File: config.mk
export PLATFORM = sky130hd
export DESIGN_NAME = data_memory_arbiter
export DESIGN_NICKNAME = d
export VERILOG_FILES = /design/src/rtl/data_memory_arbiter_pkg.sv /design/src/rtl/data_memory_arbiter_rr_pick2.sv /design/src/rtl/data_memory_arbiter.sv
export SDC_FILE = /design/constraint.sdc
export NUM_CORES = 1
export LEC_CHECK = 0
export BUFFER_PORTS_ARGS = -buffer_cell sky130_fd_sc_hd__clkbuf_2
export CAP_MARGIN = 40
export CORE_ASPECT_RATIO = 0.7
export CORE_MARGIN = 4
export CORE_UTILIZATION = 35
export CTS_CLUSTER_DIAMETER = 80
export DETAILED_ROUTE_END_ITERATION = 7
export PLACE_DENSITY = 0.8
export SLEW_MARGIN = 40
export SYNTH_ARGS = -nofsm -noshare
export SYNTH_HDL_FRONTEND = slang
export SYNTH_HIERARCHICAL = 1
export SYNTH_SLANG_ARGS = --single-unit
export TNS_END_PERCENT = 100
File: constraint.sdc
create_clock -name clk -period 4.6 [get_ports clk]
set_input_delay 0.69 -clock clk [delete_from_list [all_inputs] [get_ports clk]]
set_output_delay 0.69 -clock clk [all_outputs]
set_load 0.02 [all_outputs]
File: src/rtl/data_memory_arbiter_pkg.sv
// data_memory_arbiter_pkg: shared lock-FSM encoding and MIPS data-memory defaults
package data_memory_arbiter_pkg;
   localparam int MIPS_WORD_BITS = 32;
   localparam int LOCK_MAX_DEF = 16;
   typedef enum logic [1:0] {
      UNLOCKED  = 2'd0,
      LOCKED_M0 = 2'd1,
      LOCKED_M1 = 2'd2
   } lock_state_e;
endpackage

File: src/rtl/data_memory_arbiter_rr_pick2.sv
// rr_pick2: two-requester round-robin pick, favouring the master not granted last
module rr_pick2 (
   input  logic [1:0] req,
   input  logic       last_gnt,
   output logic [1:0] gnt
);
   always_comb gnt = &req ? (last_gnt ? 2'b01 : 2'b10) : req;
endmodule

File: src/rtl/data_memory_arbiter.sv
// data_memory_arbiter: CPU/DMA round-robin data-memory arbiter with bounded atomic locking
module data_memory_arbiter
   import data_memory_arbiter_pkg::*;
#(
   parameter int DATA_WIDTH = MIPS_WORD_BITS,
   parameter int LOCK_MAX   = LOCK_MAX_DEF
) (
   input  logic                  clk,
   input  logic                  reset,
   input  logic                  m0_req,
   input  logic                  m0_we,
   input  logic                  m0_lock,
   input  logic [DATA_WIDTH-1:0] m0_addr,
   input  logic [DATA_WIDTH-1:0] m0_wdata,
   output logic                  m0_gnt,
   output logic                  m0_rvalid,
   output logic [DATA_WIDTH-1:0] m0_rdata,
   input  logic                  m1_req,
   input  logic                  m1_we,
   input  logic                  m1_lock,
   input  logic [DATA_WIDTH-1:0] m1_addr,
   input  logic [DATA_WIDTH-1:0] m1_wdata,
   output logic                  m1_gnt,
   output logic                  m1_rvalid,
   output logic [DATA_WIDTH-1:0] m1_rdata,
   output logic [DATA_WIDTH-1:0] mem_addr,
   output logic [DATA_WIDTH-1:0] mem_wdata,
   output logic                  mem_write,
   output logic                  mem_read,
   input  logic [DATA_WIDTH-1:0] mem_rdata
);
   localparam int CW = $clog2(LOCK_MAX + 1);
   lock_state_e           state_q, state_d;
   logic [CW-1:0]         cnt_q, cnt_d;
   logic                  last_q, last_d;
   logic [1:0]            block_q, block_d;
   logic [1:0]            rvalid_q, rvalid_d;
   logic [DATA_WIDTH-1:0] rdata0_q, rdata0_d, rdata1_q, rdata1_d;
   logic [1:0]            req, we, lock, rr_gnt, gnt;
   logic                  own;
   assign req  = {m1_req, m0_req};
   assign we   = {m1_we, m0_we};
   assign lock = {m1_lock, m0_lock};
   rr_pick2 u_pick (
      .req      (req),
      .last_gnt (last_q),
      .gnt      (rr_gnt)
   );
   always_ff @(posedge clk or posedge reset)
      if (reset) begin
         state_q  <= UNLOCKED;
         cnt_q    <= '0;
         last_q   <= 1'b1;
         block_q  <= '0;
         rvalid_q <= '0;
         rdata0_q <= '0;
         rdata1_q <= '0;
      end else begin
         state_q  <= state_d;
         cnt_q    <= cnt_d;
         last_q   <= last_d;
         block_q  <= block_d;
         rvalid_q <= rvalid_d;
         rdata0_q <= rdata0_d;
         rdata1_q <= rdata1_d;
      end
   // block_q keeps a force-released master from relocking until it drops lock for an edge
   always_comb begin
      own     = state_q == LOCKED_M1;
      state_d = state_q;
      cnt_d   = cnt_q;
      last_d  = |gnt ? gnt[1] : last_q;
      block_d = block_q & lock;
      if (state_q == UNLOCKED) begin
         if (|(gnt & lock & ~block_q)) begin
            state_d = gnt[1] ? LOCKED_M1 : LOCKED_M0;
            cnt_d   = '0;
         end
      end else if (!lock[own])
         state_d = UNLOCKED;
      else if (cnt_q == CW'(LOCK_MAX - 1)) begin
         state_d      = UNLOCKED;
         last_d       = own;
         block_d[own] = 1'b1;
      end else
         cnt_d = cnt_q + CW'(1);
   end
   always_comb begin
      gnt       = reset ? 2'b00 : state_q == LOCKED_M0 ? {1'b0, m0_req} :
                  state_q == LOCKED_M1 ? {m1_req, 1'b0} : rr_gnt;
      mem_addr  = gnt[0] ? m0_addr : gnt[1] ? m1_addr : '0;
      mem_wdata = gnt[0] ? m0_wdata : gnt[1] ? m1_wdata : '0;
      mem_write = |(gnt & we);
      mem_read  = |(gnt & ~we);
      rvalid_d  = gnt & ~we;
      rdata0_d  = rvalid_d[0] ? mem_rdata : rdata0_q;
      rdata1_d  = rvalid_d[1] ? mem_rdata : rdata1_q;
   end
   assign m0_gnt    = gnt[0];
   assign m1_gnt    = gnt[1];
   assign m0_rvalid = rvalid_q[0];
   assign m1_rvalid = rvalid_q[1];
   assign m0_rdata  = rdata0_q;
   assign m1_rdata  = rdata1_q;
endmodule

==> results.cfg <==
[outcome]
status = finished, final reports clean

[logic_synthesis]
ys_ff_latch = 76
synth-seq-area-share = 0.4666
synth_xor_area_frac = 0
synth_top_family_by_area = multiplexers
synthAdderAreaFrac = 0.006135
yosys-top-cells-area = dfrtp_1, nand2_1, mux2_4, mux2_1, o21ai_1
synth_nets = 588
synth.most_common_cell = nand2_1
synth-simple-area-share = 0.1525
dominantRegCellSynth = dfrtp_1
synth_top_area_frac = 0.4601
syn_area_per_cell_um2 = 9.758
ys_warn_count = 6
synth_top_cell_by_area = dfrtp_1
synth_compound_area_frac = 0.1156
netlist_area_mm2 = 0.004079
yosysUniqueCellTypes = 42
synthArstFlopShare = 1.000
ys_top_cells_by_count = nand2_1, dfrtp_1, o21ai_1, mux2_1, mux2_4
netlist_instances = 418
muxShareOfSynthArea = 0.2086
synth_edf_count = 0

[critical_path]
reg2regPathDepth = 7
crit_type = register to output pin
rr_startpoint = last_q
endpoint_kind = output pin
timing.rr.end = m0_rdata[11]
start_kind = register
cp.required_ns = 3.91
path_max_fanout = 64
r2r_slack_ns = 1.59
arrival_ns = 2.74

[floorplanning]
die_x_um = 137.0
initial_core_util = 0.3638
coreArea_mm2 = 0.01121
die_area_mm2 = 0.01347
io_pins = 302
row_count = 32
die_h_um = 98.32

[clocking]
cts_root_buf = clkbuf_16
clock_latency_ns = 0.33
cts_buffers = 9
path_clk_slew_ns = 0.06
clockBufferDepth = 2
hold_buffers = 0
cts_resized = 0
post_cts_buffers = 0
htreeDepth = 3
cts_tree = done
cts_sinks = 76

[timing]
setup_tns_ns = 0
finalCriticalPeriod_ns = 3.429
fmax_mhz = 291.6
finalSetupViolations = 0
finalClockSkew_ns = 0.004705
final_max_slew_viol_count = 0
worstMarginPinSlew_ns = 0.6532
post-route-period-util = 0.7454
hold_viol_final = 0
slew_headroom = 0.5645
rsz0062_at_grt = no

[route]
routed_wl_mm = 13.91
first_pass_iters = 4
wl_per_cell_um = 16.10
vias = 3937
postRouteAntennaNets = 0
drcViolationCount = 0
dr.first_iter.drc_count = 185
viasPerCell = 4.557

[global_routing]
grt_pass1_wl_mm = 21.20
antenna_found_initial = 0
grt_usage = 0.2007
grt_max_degree = 73
grt_pass1_vias = 4006
grt-ovfl-total = 0

[job]
drv_cap = 0

[power_and_ir_drop]
ir_drop_uv = 267.1
power.total_uw = 3609
comb_power_share = 0.465
switching_share = 0.4118
power.leakage_uw = 0.003123
pwr-share-seq = 0.326
power_switching_uw = 1486
p_int_uw = 2123
pwr-share-clk = 0.210
powerDensity_mw_per_mm2 = 601.2

[place]
post-dp-hpwl_mm = 11.36
portBuffers = 301
gp_congestion = 0.8994
dp_cells = 848

[finish]
fillers = 1047
drive_above_1_share = 0.5063
fin_nets = 876
regArea_mm2 = 0.001903
area_growth_pct = 47.15
multi_input_area_mm2 = 0.001994
n_antenna_cell = 0
fin_cells = 864
utilization = 0.5354

[worst_hold_path]
min_path_type = input port to async pin
==> worst max-delay path by stage <==
stage                 from       endpoint  slack (ns)  depth (start not counted)
floorplan            reset   mem_addr[22]        0.49                          6
global placement    m0_req  mem_wdata[31]        1.32                          8
detailed placement  m0_req  mem_wdata[31]        1.26                          8
CTS                 last_q  mem_wdata[31]        1.14                          8
global route        last_q    mem_addr[2]        0.84                          8
finish              last_q   mem_addr[21]        1.17                          8
==> cells by family (layout without fill, tap and decap cells) <==
family / count (synthesis) / count (layout)
AOI/OAI and AO/OA: 85 / 85
adders and majority gates: 2 / 2
DFF: 76 / 76
and+or+nand+nor: 151 / 151
buffers and inverters: 38 / 331
muxes: 66 / 66
==> routing by layer <==
metal  vias up  part of all wire  global-route usage  wire (um)
li1       1987                 -                   -          -
met1      1788              0.41              0.2508       5694
met2       143              0.51              0.3439       7087
met3        19             0.064             0.04995        895
met4         0             0.017             0.05675        235
met5         -                 0                   0          0
==> placed cells by master (no fill, tap or decap), types with 2 or more instances in the layout <==
cell type / synthesis / routed
clkbuf_16: 0 / 9
a21oi_1: 5 / 5
buf_4: 3 / 6
nor2_1: 5 / 5
o21ai_1: 46 / 46
clkbuf_2: 0 / 301
ha_1: 2 / 2
clkinv_4: 0 / 2
mux2_4: 29 / 29
o21ai_0: 21 / 21
or3_1: 2 / 2
nand2_1: 131 / 131
nor2b_4: 1 / 2
nor2b_1: 3 / 2
bufinv_16: 0 / 2
dfrtp_1: 75 / 75
mux2_1: 36 / 36
inv_1: 7 / 6
==> area by class of cell <==
class	count	share of cell area
clock inverters	7	0.01647
multi-input cells	304	0.3323
repair buffers	308	0.2604
flip-flops and latches	76	0.3171
well taps	153	0.03189
clock buffers	9	0.03752
inverters	7	0.004378
==> power groups by stage <==
stage,clock [uW],combinational (uW),sequential (uW)
2_1_floorplan,0,735,1500
6_report,757,1680,1180
4_1_cts,775,1700,1180
3_3_place_gp,0,1670,1160
3_5_place_dp,0,1700,1180
5_1_grt,804,1810,1210
==> through the flow <==
step	instance area, um2	setup slack [ns]	hold slack, ns
after floorplan	4079	0.4929	0.4641
after global placement	5674	1.317	0.4677
after detailed placement	5678	1.258	0.4761
after CTS	6002	1.136	0.2900
after global routing	6002	0.8378	0.2994
final	6002	1.171	0.3041
==> sequential cells by signal, summed over array words and instances, names as in the netlist <==
signal,cells
block_q,2
state_q,2
m0_rdata,32
last_q,1
cnt_q,5
rvalid_q,2
m1_rdata,32
==> worst max-delay path, cell delays in order (launching register included) <==
cell,delay (ns)
dfstp_2,0.55
inv_1,0.04
a21boi_1,0.22
nor4b_1,0.34
a31o_4,0.32
buf_4,0.50
nand2_1,0.10
o21ai_1,0.12
clkbuf_2,0.21
(Power assumes the default switching activity.)
